### config.mk
export PLATFORM = sky130hd
export DESIGN_NAME = alu_ctrl_fsm
export DESIGN_NICKNAME = d
export VERILOG_FILES = /design/src/rtl/alu_ctrl_fsm.sv
export SDC_FILE = /design/constraint.sdc
export NUM_CORES = 1
export LEC_CHECK = 0
export BUFFER_PORTS_ARGS = -buffer_cell sky130_fd_sc_hd__buf_2
export CORE_UTILIZATION = 52
export CTS_CLUSTER_DIAMETER = 40
export DETAILED_ROUTE_END_ITERATION = 16
export GPL_TIMING_DRIVEN = 0
export HOLD_SLACK_MARGIN = 0.05
export PLACE_DENSITY = 0.88
export SLEW_MARGIN = 20
export SYNTH_ARGS = -nofsm -noshare
export SYNTH_HDL_FRONTEND = slang
export SYNTH_SLANG_ARGS = --single-unit
export TNS_END_PERCENT = 50
### constraint.sdc
create_clock -name clk -period 2.54 [get_ports clk]
set_input_delay 0.127 -clock clk [delete_from_list [all_inputs] [get_ports clk]]
set_output_delay 0.127 -clock clk [all_outputs]
set_load 0.1 [all_outputs]
### src/rtl/alu_ctrl_fsm.sv
// alu_ctrl_fsm: multi-cycle instruction sequencer for the 16-bit datapath ALU.
// Fetches instructions over a req/valid handshake, decodes them into ALU
// select codes and register-file addresses, and updates the PC and a sticky
// overflow flag from the ALU's branch/overflow results.
//
// state  | meaning
// -------+----------------------------------------------------------------
// IDLE   | waiting for start; no fetch outstanding
// FETCH  | imem_req high at imem_addr=pc until imem_valid, then latch ir
// DECODE | one cycle for rf_ra1/rf_ra2 to settle; HALT opcode exits here
// EXEC   | one cycle: alu_s driven, rf_we pulsed for ALU ops, pc updated
// HALT   | frozen at the HALT instruction's pc; only reset leaves
//
// Instruction format: opcode=ir[15:12] ra=ir[11:9] rb=ir[8:6] rd=ir[5:3]
// imm6=ir[5:0] (signed, branches only). The branch offset is sign-extended
// to PC_W bits, so PC_W must be at least 6.

module alu_ctrl_fsm #(
   parameter int          PC_W     = 8,
   parameter int unsigned START_PC = 0
) (
   input  logic            clk,
   input  logic            rst,
   input  logic            start,
   output logic            imem_req,
   output logic [PC_W-1:0] imem_addr,
   input  logic            imem_valid,
   input  logic [15:0]     imem_rdata,
   output logic [2:0]      rf_ra1,
   output logic [2:0]      rf_ra2,
   output logic [2:0]      rf_wa,
   output logic            rf_we,
   output logic [3:0]      alu_s,
   input  logic            alu_ovf,
   input  logic            alu_take_branch,
   output logic [PC_W-1:0] pc,
   output logic            ovf_flag,
   output logic            halted,
   output logic            busy
);

   typedef enum logic [2:0] {
      S_IDLE   = 3'd0,
      S_FETCH  = 3'd1,
      S_DECODE = 3'd2,
      S_EXEC   = 3'd3,
      S_HALT   = 3'd4
   } state_t;

   localparam logic [3:0] OP_ADD  = 4'b0000;
   localparam logic [3:0] OP_NOT  = 4'b0001;
   localparam logic [3:0] OP_AND  = 4'b0010;
   localparam logic [3:0] OP_OR   = 4'b0011;
   localparam logic [3:0] OP_SRA  = 4'b0100;
   localparam logic [3:0] OP_SLL  = 4'b0101;
   localparam logic [3:0] OP_BEQZ = 4'b0110;
   localparam logic [3:0] OP_BNEZ = 4'b0111;
   localparam logic [3:0] OP_XOR  = 4'b1000;
   localparam logic [3:0] OP_HALT = 4'b1111;

   state_t          r_state;
   logic [PC_W-1:0] r_pc;
   logic [15:0]     r_ir;
   logic            r_ovf;

   state_t          w_state_nxt;
   logic [PC_W-1:0] w_pc_nxt;
   logic [15:0]     w_ir_nxt;
   logic            w_ovf_nxt;

   logic [3:0]      w_opcode;
   logic            w_is_alu;
   logic            w_is_branch;
   logic            w_is_halt;
   logic [PC_W-1:0] w_pc_inc;
   logic [PC_W-1:0] w_imm_ext;

   assign w_opcode    = r_ir[15:12];
   assign w_pc_inc    = r_pc + PC_W'(1);
   assign w_imm_ext   = PC_W'($signed(r_ir[5:0]));
   assign w_is_branch = (w_opcode == OP_BEQZ) || (w_opcode == OP_BNEZ);
   assign w_is_halt   = (w_opcode == OP_HALT);

   // Opcode class decode; anything not listed is a NOP.
   always_comb begin
      w_is_alu = 1'b0;
      case (w_opcode)
         OP_ADD, OP_NOT, OP_AND, OP_OR,
         OP_SRA, OP_SLL, OP_XOR: w_is_alu = 1'b1;
         default:                w_is_alu = 1'b0;
      endcase
   end

   // Register-file addresses follow ir directly so operands settle in DECODE.
   assign rf_ra1    = r_ir[11:9];
   assign rf_ra2    = r_ir[8:6];
   assign rf_wa     = r_ir[5:3];
   assign imem_addr = r_pc;
   assign pc        = r_pc;
   assign ovf_flag  = r_ovf;

   // State register and architectural state, cleared asynchronously.
   always_ff @(posedge clk or posedge rst) begin
      if (rst) begin
         r_state <= S_IDLE;
         r_pc    <= PC_W'(START_PC);
         r_ir    <= '0;
         r_ovf   <= 1'b0;
      end else begin
         r_state <= w_state_nxt;
         r_pc    <= w_pc_nxt;
         r_ir    <= w_ir_nxt;
         r_ovf   <= w_ovf_nxt;
      end
   end

   // Next-state, PC/IR/flag update and Moore-style control outputs.
   always_comb begin
      w_state_nxt = r_state;
      w_pc_nxt    = r_pc;
      w_ir_nxt    = r_ir;
      w_ovf_nxt   = r_ovf;
      imem_req    = 1'b0;
      rf_we       = 1'b0;
      alu_s       = 4'b0000;
      halted      = 1'b0;
      busy        = 1'b0;

      case (r_state)
         S_IDLE: begin
            if (start) w_state_nxt = S_FETCH;
         end

         S_FETCH: begin
            busy     = 1'b1;
            imem_req = 1'b1;
            if (imem_valid) begin
               w_ir_nxt    = imem_rdata;
               w_state_nxt = S_DECODE;
            end
         end

         S_DECODE: begin
            busy        = 1'b1;
            w_state_nxt = w_is_halt ? S_HALT : S_EXEC;
         end

         S_EXEC: begin
            busy        = 1'b1;
            w_state_nxt = S_FETCH;
            w_pc_nxt    = w_pc_inc;
            if (w_is_alu) begin
               alu_s = w_opcode;
               rf_we = 1'b1;
               // Overflow is only meaningful for ADD; other ops may raise alu_ovf.
               if ((w_opcode == OP_ADD) && alu_ovf) w_ovf_nxt = 1'b1;
            end else if (w_is_branch) begin
               alu_s = w_opcode;
               if (alu_take_branch) w_pc_nxt = w_pc_inc + w_imm_ext;
            end
         end

         S_HALT: begin
            halted = 1'b1;
         end

         default: begin
            w_state_nxt = S_IDLE;
         end
      endcase
   end

endmodule

==> results.md <==
* Run status: finished clean
* Post-synth cell types at 43
* # rows at 21
* CP Launch Type: flip-flop
* Synthesized Nets at around 230
* TritonCTS clock tree: yes
* Vias in the first global route at between 1000 and 1500
* Syn Area/Cell at about 9.6 µm²
* Aggregate global-route resource usage at 0.207
* Period utilization at 0.968
* Most frequent cells in the layout: 60 x buf_2, 22 x dfrtp_1, 20 x buf_4
* Unrepaired setup endpoints after global routing: yes
* Post-layout util at 0.700
* Slew headroom at 0.605
* Pin count of the biggest net entering global routing at 29
* Placeable Area at roughly 0.0034 mm²
* IO Pins at 56
* Gate Count Post-Synth at between 200 and 250
* Share of cells above drive strength 1 at 0.458
* Max-Cap Viols at 0
* Placed Cells at roughly 300
* Async SR Flop Fraction at 1.00
* Max Freq at between 400 and 500 MHz
* Met3 usage at 0.0237
* Fillcell total at about 270
* Port buffer count at 55
* # H-tree levels at 1
* Cts bufs inserted at 3
* Post-DP HPWL at approximately 3000 µm
* Die area at 0.00394 mm²
* DR pass1 iterations at 4
* Worst hold slack at about 0.064 ns
* Synth Warn # at 0
* Worst Path Arrival at roughly 2.7 ns
* Seq cells post-synth at 28
* First-pass GRT wire length at approximately 6400 µm
* Most common cell after layout, fill and taps aside: buf_2
* Sequential share of the synthesized area at 0.365
* Setup violators final at 0
* Initial Utilization at 0.558
* Clock Latency Late Sink at ~0.28 ns
* CP Capture Type: flip-flop
* Clk slew on worst S/H paths at 0.10 ns
* Vias at about 1600
* Final nets at approximately 300
* CTS max path bufs at 2
* Initial drt markers at 49
* Clk_skew at 0.00420 ns
* Routed Antenna Nets at 0
* Drc violations at 0
* GRT busiest layer: met2
* Endpoints failing hold at 0
* Post-synth EDFFs at 0
* Global Route met2 Usage at 0.342
* Routability cong. at about 0.82
* Crit-path max FO at 8
* Antenna cells at 0
* GRT overflow at 0
* Wire per inst at between 10 and 15 µm
* Die height at about 63 µm
* Top FF cell, synth: dfrtp_1
* Final instance area at 0.00241 mm²
* DP Area at 0.00232 mm²
* Via density per instance at 5.31
* Slew @ Worst Pin at just under 0.6 ns
* Worst path required time at around 2.7 ns
* Sink Count at 28
* Area delta synth->final at 25.4%
* Post-layout min period at between 2 and 2.5 ns
* Post-Route WL at 3950 µm
* Clock Tree Root: clkbuf_8
* Crit Path Class: reg2reg
* HP Class: in2reg
* Synthesized cell area at between 0.0015 and 0.002 mm²
* Non-filler instance count after layout at around 300
* Global routing usage on met1 at 0.271
* Final Max Tran Viols at 0
* Initial antenna violation count at 0
* Die Wd at roughly 63 µm
## final cells by class
type,count,area [µm²],share of cell area
inverter,5,18.8,0.00779
clock buffer,4,55.1,0.0228
sequential,28,721,0.299
timing repair buffer,57,293,0.121
multi-input combinational,139,1050,0.437
tap,46,57.6,0.0239
buffer,29,211,0.0877
## kinds of logic after synthesis
kind of cell / Yosys count / share of synthesized area
multiplexers: 17 / 0.0983
AO/OA/AOI/OAI: 41 / 0.136
flip-flops: 28 / 0.365
XOR/XNOR: 9 / 0.0410
buffers and inverters: 34 / 0.115
AND/OR/NAND/NOR: 62 / 0.176
adder cells (fa/ha/maj): 10 / 0.0690
## repair_timing
action                                  4_1_cts  5_1_grt
endpoints found under the setup margin        0        1
gates resized for setup                       0        2
buffers inserted                              0        1
hold buffers                                  0        1
hold endpoints to repair                      0       28
## critical path, cell delays in order, from the launching register on
cell,delay (ns)
dfrtp_4,0.47
and3_4,0.20
nand3_2,0.12
xnor2_2,0.17
ha_1,0.30
clkbuf_8,0.16
a21oi_4,0.14
mux2i_1,0.22
nand4_2,0.14
nor3b_1,0.18
o311ai_1,0.26
## flip-flops by register name (all words and copies together) (netlist names)
signal     count
imem_addr      8
r_state        3
ovf_flag       1
r_ir          16
## path summary, 6_finish.rpt
kind	startpoint	to	slack [ns]	cells past startpoint
max	imem_addr[3]	imem_addr[7]	0.08	10
min	imem_rdata[11]	r_ir[11]	0.06	2
max reg2reg	imem_addr[3]	imem_addr[7]	0.08	10
min reg2reg	ovf_flag	ovf_flag	0.47	1
max in group asynchronous	rst	imem_addr[4]	1.65	3
min in group asynchronous	rst	r_ir[7]	0.45	3
## synth_stat cells, drive strengths merged (3+ instances only)
cell    count  area share
a211oi      3       0.012
a21o        3       0.012
a21oi      13       0.034
a31oi       4       0.013
and2        6       0.020
buf        26       0.099
clkbuf      3      0.0065
dfrtp      28        0.36
ha          9       0.059
inv         5      0.0098
mux2       15       0.088
nand2      11       0.021
nand3       7       0.018
nand3b      4       0.016
nor2       17       0.033
nor3        4       0.010
o21ai       9       0.023
or3         3      0.0098
xnor2       7       0.032
## per-layer routing
layer  wire, µm  vias to the layer above
met4         62                        0
met3        140                        4
li1           -                      817
met5          0                        -
met1       1730                      779
met2       2020                       37
## per-stage QoR
step / setup slack, ns / setup TNS [ns]
2_1_floorplan: -0.258 / -2.19
4_1_cts: 0.0836 / 0
3_5_place_dp: 0.125 / 0
5_1_grt: -0.0402 / -0.0402
6_report: 0.0806 / 0
3_3_place_gp: 0.132 / 0
Power is left out: the tool's default activity adds up to more than one toggle a clock period on the data nets, which glitch-free logic cannot reach.
